===== src/rtl/free_reg_list.sv =====
// rtl/free_reg_list.sv - rename-stage free register list (optional FRL_DOUBLE_FREE_CHECK_EN)
// Presents a SLOTS-wide window of free physical indices to the RAT. Consumed
// or empty slots are refilled from a circular FIFO, and the ROB pushes released
// indices into that FIFO. Defining FRL_DOUBLE_FREE_CHECK_EN adds an is_free
// bitmap that drops double releases and reports them on double_free_err.
module free_reg_list #(
  parameter  int NUM_PHYS_REGS = 64,
  parameter  int INSTR_Q_WIDTH = 1,
  localparam int SLOTS         = 8 * INSTR_Q_WIDTH,
  localparam int FREE_WIDTH    = 4 * INSTR_Q_WIDTH,
  localparam int PW            = $clog2(NUM_PHYS_REGS)
) (
  input  logic                          clk,
  input  logic                          rst_in,
  input  logic [SLOTS-1:0]              frl_ready,
  output logic [SLOTS-1:0][PW-1:0]      free_register_data,
  output logic                          frl_valid,
  input  logic [FREE_WIDTH-1:0]         free_valid,
  input  logic [FREE_WIDTH-1:0][PW-1:0] free_data,
  output logic [PW:0]                   free_count,
`ifdef FRL_DOUBLE_FREE_CHECK_EN
  output logic                          double_free_err,
`endif
  output logic                          overflow_err
);

  localparam int CNTW = PW + 1;
  localparam logic [CNTW-1:0] DEPTH = CNTW'(NUM_PHYS_REGS);
  localparam logic [CNTW-1:0] INIT_CNT = CNTW'(NUM_PHYS_REGS - 1 - SLOTS);

  logic [SLOTS-1:0][PW-1:0] slot_idx_q, slot_idx_d;
  logic [SLOTS-1:0]         slot_vld_q, slot_vld_d;
  logic [PW-1:0]            fifo_q [NUM_PHYS_REGS];
  logic [PW-1:0]            fifo_d [NUM_PHYS_REGS];
  logic [CNTW-1:0]          head_q, head_d, tail_q, tail_d, count_q, count_d;
  logic                     overflow_q, overflow_d;

  logic [CNTW-1:0]          rank, pops, pushes, base, head_sum, tail_sum;
  logic [PW-1:0]            rd_ptr, wr_ptr;
  logic                     accept;

`ifdef FRL_DOUBLE_FREE_CHECK_EN
  logic [NUM_PHYS_REGS-1:0] is_free_q, is_free_d;
  logic [NUM_PHYS_REGS-1:0] pop_mask, push_mask, seen;
  logic                     dfe_q, dfe_d;
`endif

  // Refill: rank needing slots in ascending order and hand them FIFO entries
  // as they stood at the start of the cycle; the rest go invalid.
  always_comb begin
    slot_idx_d = slot_idx_q;
    slot_vld_d = slot_vld_q;
    rank       = '0;
    rd_ptr     = '0;
`ifdef FRL_DOUBLE_FREE_CHECK_EN
    pop_mask   = '0;
`endif
    for (int k = 0; k < SLOTS; k++) begin
      if (frl_ready[k] || !slot_vld_q[k]) begin
        if (rank < count_q) begin
          rd_ptr        = PW'(head_q + rank);
          slot_idx_d[k] = fifo_q[rd_ptr];
          slot_vld_d[k] = 1'b1;
`ifdef FRL_DOUBLE_FREE_CHECK_EN
          pop_mask[fifo_q[rd_ptr]] = 1'b1;
`endif
        end else begin
          slot_vld_d[k] = 1'b0;
        end
        rank = rank + CNTW'(1);
      end
    end
    pops     = (rank < count_q) ? rank : count_q;
    head_sum = head_q + pops;
    head_d   = (head_sum >= DEPTH) ? head_sum - DEPTH : head_sum;
  end

  // Release: append strobed lanes at tail in lane order, dropping any push
  // that would find the FIFO already full.
  always_comb begin
    fifo_d     = fifo_q;
    overflow_d = overflow_q;
    base       = count_q - pops;
    pushes     = '0;
    wr_ptr     = '0;
    accept     = 1'b0;
`ifdef FRL_DOUBLE_FREE_CHECK_EN
    seen       = is_free_q;
    push_mask  = '0;
    dfe_d      = dfe_q;
`endif
    for (int l = 0; l < FREE_WIDTH; l++) begin
      accept = free_valid[l];
`ifdef FRL_DOUBLE_FREE_CHECK_EN
      // p0 is reserved; an index already free (or pushed by an earlier lane) is a double free
      if (accept && (seen[free_data[l]] || free_data[l] == '0)) begin
        accept = 1'b0;
        dfe_d  = 1'b1;
      end
`endif
      if (accept) begin
        if (base + pushes >= DEPTH) begin
          overflow_d = 1'b1;
        end else begin
          wr_ptr         = PW'(tail_q + pushes);
          fifo_d[wr_ptr] = free_data[l];
          pushes         = pushes + CNTW'(1);
`ifdef FRL_DOUBLE_FREE_CHECK_EN
          seen[free_data[l]]      = 1'b1;
          push_mask[free_data[l]] = 1'b1;
`endif
        end
      end
    end
    tail_sum = tail_q + pushes;
    tail_d   = (tail_sum >= DEPTH) ? tail_sum - DEPTH : tail_sum;
    count_d  = base + pushes;
`ifdef FRL_DOUBLE_FREE_CHECK_EN
    is_free_d = (is_free_q & ~pop_mask) | push_mask;
`endif
  end

  // Free count is valid window slots plus FIFO occupancy, from registered state only.
  always_comb begin
    free_count = count_q;
    for (int k = 0; k < SLOTS; k++) begin
      free_count = free_count + {{PW{1'b0}}, slot_vld_q[k]};
    end
  end

  assign free_register_data = slot_idx_q;
  assign frl_valid          = &slot_vld_q;
  assign overflow_err       = overflow_q;
`ifdef FRL_DOUBLE_FREE_CHECK_EN
  assign double_free_err    = dfe_q;
`endif

  // State registers; reset reloads the window with p1..pSLOTS and the FIFO with the rest.
  always_ff @(posedge clk) begin
    if (rst_in) begin
      for (int k = 0; k < SLOTS; k++) begin
        slot_idx_q[k] <= PW'(k + 1);
      end
      slot_vld_q <= '1;
      for (int j = 0; j < NUM_PHYS_REGS; j++) begin
        fifo_q[j] <= (j < NUM_PHYS_REGS - 1 - SLOTS) ? PW'(SLOTS + 1 + j) : '0;
      end
      head_q     <= '0;
      tail_q     <= INIT_CNT;
      count_q    <= INIT_CNT;
      overflow_q <= 1'b0;
`ifdef FRL_DOUBLE_FREE_CHECK_EN
      is_free_q  <= {{(NUM_PHYS_REGS-1){1'b1}}, 1'b0};
      dfe_q      <= 1'b0;
`endif
    end else begin
      slot_idx_q <= slot_idx_d;
      slot_vld_q <= slot_vld_d;
      fifo_q     <= fifo_d;
      head_q     <= head_d;
      tail_q     <= tail_d;
      count_q    <= count_d;
      overflow_q <= overflow_d;
`ifdef FRL_DOUBLE_FREE_CHECK_EN
      is_free_q  <= is_free_d;
      dfe_q      <= dfe_d;
`endif
    end
  end

endmodule


===== config.mk =====
export PLATFORM = sky130hd
export DESIGN_NAME = free_reg_list
export DESIGN_NICKNAME = d
export VERILOG_FILES = /design/src/rtl/free_reg_list.sv
export SDC_FILE = /design/constraint.sdc
export NUM_CORES = 2
export LEC_CHECK = 0
export CELL_PAD_IN_SITES_DETAIL_PLACEMENT = 0
export CELL_PAD_IN_SITES_GLOBAL_PLACEMENT = 1
export CORE_ASPECT_RATIO = 0.9
export CORE_UTILIZATION = 35
export CTS_CLUSTER_DIAMETER = 120
export CTS_CLUSTER_SIZE = 16
export DETAILED_ROUTE_END_ITERATION = 16
export DONT_BUFFER_PORTS = 1
export PLACE_DENSITY = 0.61
export SLEW_MARGIN = 0
export SYNTH_ARGS = -nofsm -noshare
export SYNTH_HDL_FRONTEND = slang
export SYNTH_SLANG_ARGS = --single-unit

===== constraint.sdc =====
create_clock -name clk -period 21.5 [get_ports clk]
set_input_delay 5.375 -clock clk [delete_from_list [all_inputs] [get_ports clk]]
set_output_delay 5.375 -clock clk [all_outputs]
set_load 0.01 [all_outputs]

======== Word level (Yosys, flattened, before mapping) ========
Index checks and enable logic that the tools add are counted.
storage, ports and cells
  register bits after elaboration ......... 462
  output and inout port bits .............. 57
cells by class
  multiplexer cells ....................... 79
  reduce and logical (&&, ||, !) cells .... 29
  bitwise operators ....................... 12
  add/sub/neg operators ................... 37
  magnitude comparators ................... 31
operator list
  operator             number
  $mux 384             8
  $bwmux 384           4
  $bmux 6 s6           8
  $demux 6 s6          4
  $ge 7x7->1 const B   18
  $mux 6               20
  $mux 7               16
  $not 6->7            12
  $add 7x1->7 const B  10
  $add 6x6->6          10
  $add 7x1->7          8
  $lt 7x7->1           8
  $add 7x7->7          6
  $lt 7x1->1 const B   4
  $mux 1               19
  $reduce_and 2->1     8
  $sub 7x7->7 const B  2
  $logic_not 1->1      8
  $logic_or 1x1->1     8
  $reduce_and 8->1     1
  $lt 1x7->1 const A   1
  $sub 7x7->7          1
  $logic_and 1x1->1    4

======== Depth between registers and ports, before layout ========
  depth in word-level cells ............... 40
  depth in mapped cells ................... 77
  gate-level depth less buffers ........... 68

======== Worst setup path after synthesis ========
No wires, ideal clock.
  path type ............................... in2reg
  from .................................... in frl_ready[0]
  to ...................................... reg count_q[5]
  slack ................................... 1.673 ns
  arrival time ............................ 19.710 ns
  setup time .............................. 0.117 ns
  cell stages on the path ................. 74
  required time ........................... 21.383 ns
  cell sequence ........................... nand2b_1 > ha_1 > xnor2_1 > ha_1 > mux2_2 > ha_1 > mux2i_1 > inv_1 > ha_1 > nand2_1 > o21ai_0 > ha_1 > nand2_1 > o21ai_0 > ha_1 > nand4_1 > xnor2_1 > ha_1 > (+38 left out) > fa_1 > and2_1 > nand4_1 > o311ai_0 > mux2_4 > buf_2 > nand2_1 > buf_2 > nand2_1 > mux2_2 > ha_1 > a21o_1 > a21oi_1 > nor2b_1 > o21ai_0 > xor2_1 > xnor2_1 > nand2b_1
between the ends
  word-level cells in the longest chain between the ends .. 35
  elaborated cells on any way between the ends .. 38
  classes of those cells .................. 15 x add/sub; 5 x order compare; 17 x mux; 1 x reduce/logical
RTL lines
  item                    line  RTL
  start: declaration      15    input logic [SLOTS-1:0] frl_ready,
  $logic_or 1x1->1 *      59    if (frl_ready[k] || !slot_vld_q[k]) begin
  $mux 1 *                59
  $add 7x1->7             70    rank = rank + CNTW'(1);
  $mux 7 *                59
  $add 7x1->7             70
  $mux 7 *                59
  $add 7x1->7             70
  $mux 7 *                59
  (+19 left out)          --
  $ge 7x7->1              102   if (base + pushes >= DEPTH) begin
  $mux 7                  102
  $mux 7                  101   if (accept) begin
  $add 7x7->7             102
  $ge 7x7->1              102
  $mux 7                  102
  $mux 7                  101
  $add 7x7->7 *           117   count_d = base + pushes;
  end signal: assignment  162   count_q <= count_d;
  end: declaration        35    logic [CNTW-1:0] head_q, head_d, tail_q, tail_d, count_q, count_d;
Mark *: on every way between the ends. The rest lies on a longest branch, timed or not.
A chain may end at the register's enable or synchronous reset.

======== Worst setup path after layout ========
Ends and elaborated chain as after synthesis.

==> flow_summary.rst <==
.. list-table::
   :header-rows: 1

   * - Metric
     - Value
   * - Area added between synthesis and finish
     - 5.26%
   * - Post-layout nets
     - 5208
   * - Count of buffering cells on the critical path with inverters included
     - 6
   * - Insertion delay to the later sink of the worst-skew pair
     - 0.69 ns
   * - H-tree depth
     - 2
   * - Routed vias/inst
     - 8.03
   * - Power, Total
     - 11.7 mW
   * - Flip-flop and latch count after synthesis
     - 460
   * - Total of endpoints with negative setup slack in the final report
     - 0
   * - Count of flip-flops with a built-in enable after synthesis
     - 0
   * - CTS buffer count
     - 37
   * - Achievable clock frequency
     - 0.0494 GHz
   * - Startpoint types
     - input pin
   * - First-pass iteration count of the detailed router
     - 8
   * - Floorplan die width
     - 430 um
   * - Synth unique cells
     - 98
   * - Count of pins over their slew limit
     - 0
   * - CP arrival
     - 20.79 ns
   * - Highest ir drop seen on vdd
     - 0.000187 V
   * - Number of buffer cells added on primary ports
     - 0
   * - Library cell contributing the largest single delay on the critical path
     - and3_1
   * - Tightest Pin Transition
     - 1.46 ns
   * - GRT Util Overall
     - 40.8%
   * - Placement row count
     - 140
   * - Most common cell after layout, fill and taps aside
     - mux4_2
   * - Combined area of all synthesized cells
     - 0.0577 mm2
   * - Final RePlAce weighted congestion
     - 1.05
   * - Remaining global-route overflow
     - 0
   * - Most common cell type on the critical path
     - ha_1
   * - Detailed-route via count
     - 57900
   * - Top library cells by usage in the layout, fill and taps aside
     - mux4_2 (984), nand2_1 (530), mux2i_1 (462)
   * - Largest net degree at the start of global routing
     - 338
   * - Number of antenna violations at the first check in global routing
     - 31
   * - Buffer depth of the longest clock path
     - 3
   * - Crit path kind
     - input pin to flop
   * - MaxCap Viol Count
     - 0
   * - Vias in the first global route
     - 53400
   * - Worst clock skew
     - 0.0564 ns
   * - Number of instances in the synthesized netlist
     - 5458
   * - Setup TNS
     - 0 ns
   * - Routed wire length
     - 351000 um
   * - CP Data Required Time
     - 22.06 ns
   * - Initial DRC count
     - 10900
   * - Power Density
     - 192 mW/mm2
   * - Period utilisation layout
     - 94.1%
   * - Clock root buffer master
     - clkbuf_16
   * - Cell class contributing the biggest share of worst-path delay
     - adder cells
   * - Synthesis Warnings
     - 0
   * - Clock transition at the registers of the reported paths
     - 0.08 ns
   * - Starting utilization of the core area
     - 35.4%
   * - Placeable Area
     - 0.163 mm2
   * - Delay of the slowest cell on the worst path
     - 0.51 ns
   * - Number of ports placed on the die boundary
     - 95
   * - Remaining antenna violation count
     - 0
   * - Floorplan die height
     - 387 um
   * - Worst max-slew margin expressed relative to the limit
     - 2.71%
   * - Die area
     - 0.166 mm2
   * - TritonCTS clock tree
     - done
   * - Routed length per placed instance
     - 48.7 um
   * - Final hold violation count
     - 0
   * - Critical path capture point type
     - flop
   * - Clk sink count
     - 460
   * - Fin crit period
     - 20.23 ns
   * - Peak fanout along the critical path
     - 26
   * - Status
     - finished clean
   * - Number of remaining DRC errors
     - 0
   * - Post-DP HPWL
     - 241000 um
   * - Proportion of synthesized chip area in sequential cells
     - 16.0%
   * - Fraction of layout instances using a drive strength above 1
     - 28.5%
   * - Class of the tightest hold or removal check
     - flop to flop
   * - Wire length of the first global-routing pass
     - 471000 um
   * - Commonest register cell after synthesis
     - dfxtp_1
   * - Syn Area/Cell
     - 10.6 um2
   * - Fraction of registers with async set/reset
     - 0%
   * - RSZ-0062 raised after global routing
     - false
   * - Total leakage power
     - 21.8 nW
-- sequential cells by signal (all words and copies together), names as in the netlist --
name,flops
free_register_data,48
head_q,6
count_q,7
tail_q,6
fifo_q,384
slot_vld_q,8
overflow_err,1
-- per-layer routing --
layer | track usage [%] | share of wire [%]
met1 | 51.4 | 36
met2 | 52.7 | 38
met3 | 22.7 | 18
met4 | 26.5 | 7.8
met5 | 0.144 | 0.035
-- cell families (layout without fill, tap and decap cells) --
kind of cell	count (synthesis)	in the layout	share of synthesized area [%]
compound gates	1148	1148	15.2
simple gates	1428	1428	11.3
xor+xnor	89	89	1.55
buf+inv	674	269	4.67
flops	460	460	16.0
mux	1541	1541	48.6
fa+ha+maj	117	117	2.76
other cells	1	25	0.00650
-- area by class of cell --
type / instances / area [um2]
clock buffers: 41 / 982
repair buffers: 150 / 1130
flip-flops and latches: 460 / 9220
diodes: 14 / 35.0
well taps: 2130 / 2670
clock inverters: 8 / 123
multi-input cells: 4334 / 46300
inverters: 70 / 263
fillers: 15900 / 102000
-- worst reg2reg max path: cells and delay by family, from the launching register on --
kind	cells	cell delay, ns
AOI/OAI and AO/OA	12	2.81
muxes	5	1.44
DFF	1	0.43
and+or+nand+nor	17	3.43
buffers and inverters	6	0.83
xor gates and xnor gates	9	2.10
adders and majority gates	16	4.79
-- metrics by stage --
stage          cell area, um2  instances  util [%]  hold WS, ns  setup slack, ns
2_1_floorplan           57700       5468         -        0.466             1.67
3_3_place_gp            59500       7144      36.6        0.520            0.633
3_5_place_dp            59500       7144      36.6        0.531            0.421
4_1_cts                 60600       7193      37.3        0.545             1.03
5_1_grt                 60700       7194      37.3        0.568           0.0581
6_report                60700       7207      37.3        0.542             1.27
-- worst paths after layout --
kind / start / endpoint / slack, ns / cells past startpoint
max: frl_ready[0] / count_q[5]$_SDFF_PP1_ / 1.27 / 65
min: free_register_data[7]$_SDFFE_PP1P_ / free_register_data[7]$_SDFFE_PP1P_ / 0.54 / 1
max reg2reg: slot_vld_q[0]$_SDFFE_PP1N_ / count_q[5]$_SDFF_PP1_ / 5.59 / 65
min reg2reg: free_register_data[7]$_SDFFE_PP1P_ / free_register_data[7]$_SDFFE_PP1P_ / 0.54 / 1
-- Yosys cell counts (47+ instances only) --
cell      count  area, um2
a31oi_1      56        350
inv_1        67        251
ha_1        100       1250
a22oi_1      47        353
o21ai_0      75        375
clkbuf_1    436       1640
a21oi_1     156        781
o221ai_1    150       1310
o211ai_1    170       1280
mux4_2      984      22200
nor3_1      144        721
nor2_1      351       1320
a211oi_1    124        931
buf_2        58        290
nand3_1     138        691
buf_1        93        349
nor2b_1      52        325
xnor2_1      61        534
mux2i_1     463       4630
dfxtp_1     460       9210
a221oi_1     96        841
nand2_1     531       1990
-- repair_timing --
action	in CTS	in global routing
hold buffers	0	0
resized for setup	0	2
setup buffers	0	0
endpoints found under the hold margin	0	0
setup endpoints to repair	0	5
-- power by group --
| group | switching, mW | leakage (nW) | internal (mW) | total, mW |
|---|---|---|---|---|
| clock network | 0.423 | 0.542 | 0.344 | 0.768 |
| logic | 5.52 | 17.5 | 3.70 | 9.22 |
| registers | 0.641 | 3.74 | 1.02 | 1.67 |
| total | 6.58 | 21.8 | 5.07 | 11.7 |
Power figures use the tool's default switching activity.
